[src/rtl/elementwise_mult_lanes.sv]
// Element-wise vector multiplier: M products computed L per cycle by a small
// IDLE/RUN/DONE sequencer over operands captured at start.
module elementwise_mult_lanes #(
  parameter int N      = 8,
  parameter int M      = 4,
  parameter int L      = 1,
  parameter int SIGNED = 0,
  parameter int CW     = 8
) (
  input  logic             clk,
  input  logic             rst_n,
  input  logic             start,
  input  logic [M*N-1:0]   a,
  input  logic [M*N-1:0]   b,
  output logic [M*2*N-1:0] result,
  output logic             busy,
  output logic             done,
  output logic [CW-1:0]    cycle_count
);

  localparam int NB = M / L;
  localparam int BW = (NB > 1) ? $clog2(NB) : 1;
  localparam int IW = (M > 1) ? $clog2(M) : 1;
  localparam logic [BW-1:0] LAST = BW'(NB - 1);

  typedef enum logic [1:0] {IDLE, RUN, DONE} state_t;

  state_t         state;
  logic [BW-1:0]  batch;
  logic [N-1:0]   op_a [M];
  logic [N-1:0]   op_b [M];
  logic [2*N-1:0] res  [M];
  logic [IW-1:0]  lane_idx  [L];
  logic [2*N-1:0] lane_prod [L];

  // Operands are widened to 2N bits (sign- or zero-extended); the low 2N bits
  // of the product are then exact for both signed and unsigned modes.
  for (genvar gi = 0; gi < L; gi++) begin : g_lane
    logic [2*N-1:0] xa;
    logic [2*N-1:0] xb;
    assign lane_idx[gi]  = IW'(int'(batch) * L + gi);
    assign xa = {{N{(SIGNED != 0) && op_a[lane_idx[gi]][N-1]}}, op_a[lane_idx[gi]]};
    assign xb = {{N{(SIGNED != 0) && op_b[lane_idx[gi]][N-1]}}, op_b[lane_idx[gi]]};
    assign lane_prod[gi] = xa * xb;
  end

  for (genvar gi = 0; gi < M; gi++) begin : g_pack
    assign result[gi*2*N +: 2*N] = res[gi];
  end

  always_ff @(posedge clk or negedge rst_n) begin
    if (!rst_n) begin
      state       <= IDLE;
      batch       <= '0;
      cycle_count <= '0;
      busy        <= 1'b0;
      done        <= 1'b0;
      for (int i = 0; i < M; i++) begin
        op_a[i] <= '0;
        op_b[i] <= '0;
        res[i]  <= '0;
      end
    end else begin
      case (state)
        IDLE: begin
          done <= 1'b0;
          if (start) begin
            for (int i = 0; i < M; i++) begin
              op_a[i] <= a[i*N +: N];
              op_b[i] <= b[i*N +: N];
            end
            batch       <= '0;
            cycle_count <= '0;
            busy        <= 1'b1;
            state       <= RUN;
          end
        end
        RUN: begin
          for (int j = 0; j < L; j++) begin
            res[lane_idx[j]] <= lane_prod[j];
          end
          batch       <= batch + BW'(1);
          cycle_count <= cycle_count + CW'(1);
          if (batch == LAST) begin
            done  <= 1'b1;
            state <= DONE;
          end
        end
        DONE: begin
          done  <= 1'b0;
          busy  <= 1'b0;
          state <= IDLE;
        end
        default: begin
          done  <= 1'b0;
          busy  <= 1'b0;
          state <= IDLE;
        end
      endcase
    end
  end

endmodule

[config.mk]
export PLATFORM = sky130hd
export DESIGN_NAME = elementwise_mult_lanes
export DESIGN_NICKNAME = d
export VERILOG_FILES = /design/src/rtl/elementwise_mult_lanes.sv
export SDC_FILE = /design/constraint.sdc
export NUM_CORES = 1
export LEC_CHECK = 0
export BUFFER_PORTS_ARGS = -buffer_cell sky130_fd_sc_hd__buf_2
export CAP_MARGIN = 40
export CORE_MARGIN = 1
export CORE_UTILIZATION = 45
export DETAILED_ROUTE_END_ITERATION = 6
export PLACE_DENSITY = 0.65
export SLEW_MARGIN = 20
export SYNTH_ARGS = -nofsm -noshare
export SYNTH_HDL_FRONTEND = slang
export SYNTH_SLANG_ARGS = --single-unit
[constraint.sdc]
create_clock -name clk -period 13.4 [get_ports clk]
set_input_delay 0.67 -clock clk [delete_from_list [all_inputs] [get_ports clk]]
set_output_delay 0.67 -clock clk [all_outputs]
set_load 0.005 [all_outputs]
==> results.yml <==
outcome:
  status: "complete, no violations"
clock_tree:
  clkLatencyLatePin_ns: 0.43
  cts_setup_buffers: 0
  cts_hold_buffers: 0
  cts_made_buffers: 17
  clock_path_buffers: 2
  cts-htree-levels: 4
  clkSinkCount: 142
  cts_tree: "yes"
  ctsResizeCount: 0
  clk_pin_slew_ns: 0.06
  cts_root_buf: "clkbuf_16"
drt:
  drt-vias-per-instance: 5.09
  routed_wl_um: 17800
  drc: 0
  antenna_left: 0
  drt-wirelength-per-cell_um: 14.8
  first_pass_iters: 5
  drtIter0Drc: 388
  vias: 6105
synth:
  yosys_warnings: 0
  synth-simple-area-share_pct: 21.0
  synth_edf_count: 0
  synth_top_family_by_area: "simple AND/OR/NAND/NOR gates"
  ys_async_sr_fraction_pct: 100
  synth-compound-area-share_pct: 7.59
  syn_area_um2: 8130
  synth.area.mux_share_pct: 6.96
  yosysTopAreaCell: "dfrtp_1"
  synth_top_cell_area_share_pct: 43.7
  syn_inst: 833
  synth-adder-area-share_pct: 15.2
  synth_nets: 977
  synth_cell_types: 53
  synth-seq-cells: 142
  ys_seq_area_share_pct: 43.7
  synth_xor_area_share_pct: 0.862
  synthFlopType: "dfrtp_1"
  synthTopCellsByArea: "dfrtp_1, nand2_1, fa_1"
  synth_area_per_cell_um2: 9.76
global_route:
  first_global_vias: 5673
  grt_use_met2_pct: 29.9
  grt_use_total_pct: 20.6
  antenna_found_initial: 0
  grt_pass1_wl_um: 29300
  overflow: 0
  met1_usage_pct: 30.5
  grt_use_met3_pct: 3.91
  grt_max_degree: 67
  top_usage_layer: "met1"
critical_path:
  cp_max_fo: 13
  crit_required_ns: 13.70
  crit_arrival_ns: 5.71
  critPathLaunchType: "flip-flop"
  cp-end-kind: "flip-flop"
  path_class: "reg -> reg"
placement:
  globalplace.congestion: 0.849
  hpwl_um: 13000
  numPortBuffers: 140
  dp_cells: 1168
  post-place-ws_ns: 7.94
sta:
  clock_skew_ns: 0.0119
  rsz0062_at_grt: "false"
  hold_ws_ns: 0.238
  drv_slew: 0
  period_share_pct: 40.4
  slew_headroom_pct: 46.6
  setup_tns_ns: 0
  setup_viol: 0
  final.setup.worst_slack_ns: 7.99
  max_freq_ghz: 0.185
  hold_viol_final: 0
  worst_slew_pin_slew_ns: 0.801
  min_period_ns: 5.41
floorplanning:
  die_w_um: 136
  ios: 141
  rows: 48
  die_area_um2: 18600
  die_h_um: 136
  core_area_um2: 17500
  initial_core_util_pct: 46.5
finish:
  layout.nets: 1106
  synthToLayoutAreaGrowth_pct: 18.1
  layout-drive-gt1-share_pct: 22.6
  num_antenna_cells: 0
  fin_cells: 1199
min_path:
  hold_path.class: "in -> async"
run:
  maxCapViolCount: 0
worst paths after layout:
| path | end | cells after the start | slack (ns) | from |
|---|---|---|---|---|
| min in group clk | op_a[11] | 3 | 0.43 | a[19] |
| worst max-delay path | result[60] | 15 | 7.99 | batch[0] |
| worst max register to register | result[60] | 15 | 7.99 | batch[0] |
| max in group asynchronous | op_a[24] | 3 | 12.04 | rst_n |
| worst min register to register | result[25] | 2 | 0.47 | result[25] |
| worst min-delay path | result[32] | 1 | 0.24 | rst_n |
sequential cells by signal, summed over array words and instances (netlist names):
name	cells
batch	2
done	1
busy	1
result	64
op_b	32
op_a	32
state	2
cycle_count	8
cells in the final DEF (no fill, tap or decap), types with 5 or more instances in the layout:
| cell | n |
|---|---|
| fa_1 | 36 |
| clkbuf_16 | 17 |
| xor2_1 | 5 |
| nor3_1 | 11 |
| buf_2 | 139 |
| mux2i_1 | 7 |
| ha_1 | 41 |
| and2_1 | 52 |
| o21ai_1 | 5 |
| nor2_1 | 16 |
| dfrtp_1 | 142 |
| mux4_2 | 16 |
| mux2_2 | 12 |
| nand3_1 | 16 |
| o21ai_0 | 44 |
| inv_1 | 53 |
| a221oi_1 | 7 |
| a21oi_1 | 9 |
| nand2b_1 | 5 |
| nand2_1 | 265 |
layout make-up:
class	count	area (µm²)
multi-input combinational	601	4190
fill	1559	7880
inverter	54	203
timing repair buffer	146	800
clock inverter	14	145
tap	225	282
clock buffer	17	425
sequential	142	3550
worst max-delay path, cell delays in order (launching register included):
cell and delay (ns):
dfrtp_1 0.59, buf_8 0.24, mux4_2 0.60, and2_1 0.21, fa_1 0.50, fa_1 0.51, fa_1 0.56, inv_1 0.06
fa_1 0.53, inv_1 0.04, ha_1 0.35, a21oi_1 0.28, o211ai_2 0.15, a31oi_1 0.22, xor2_1 0.28, o21ai_0 0.14
synth_stat cells (4+ instances only):
master and instances:
nand2_1 266, dfrtp_1 142, and2_1 53, inv_1 53, o21ai_0 44, ha_1 41, fa_1 36, mux4_2 16
nand3_1 16, nor2_1 16, buf_2 13, clkbuf_1 12, mux2_2 12, nor3_1 11, a21oi_1 9, a221oi_1 7
mux2i_1 7, buf_1 5, nand2b_1 5, o21ai_1 5, xor2_1 5, a21o_1 4, a22oi_1 4, or4_1 4
per-layer routing:
layer  part of all wire (%)  routed length (µm)
met1                     50                8840
met2                     43                7720
met3                    5.3                 948
met4                    1.6                 276
met5                      0                   0
kinds of logic after synthesis:
kind of cell | after synthesis
buffers and inverters | 90
and+or+nand+nor | 385
adders and majority gates | 77
muxes | 35
AOI/OAI and AO/OA | 96
xor gates and xnor gates | 8
DFF | 142
through the flow:
| stage | instance area, µm² | util (%) |
|---|---|---|
| floorplan | 8130 | - |
| global placement | 8950 | 51.2 |
| detailed placement | 9030 | 51.7 |
| CTS | 9600 | 54.9 |
| global route | 9600 | 54.9 |
| finish | 9600 | 54.9 |
Power is left out: the tool's default activity adds up to more than one toggle a clock period on the data nets, which glitch-free logic cannot reach.
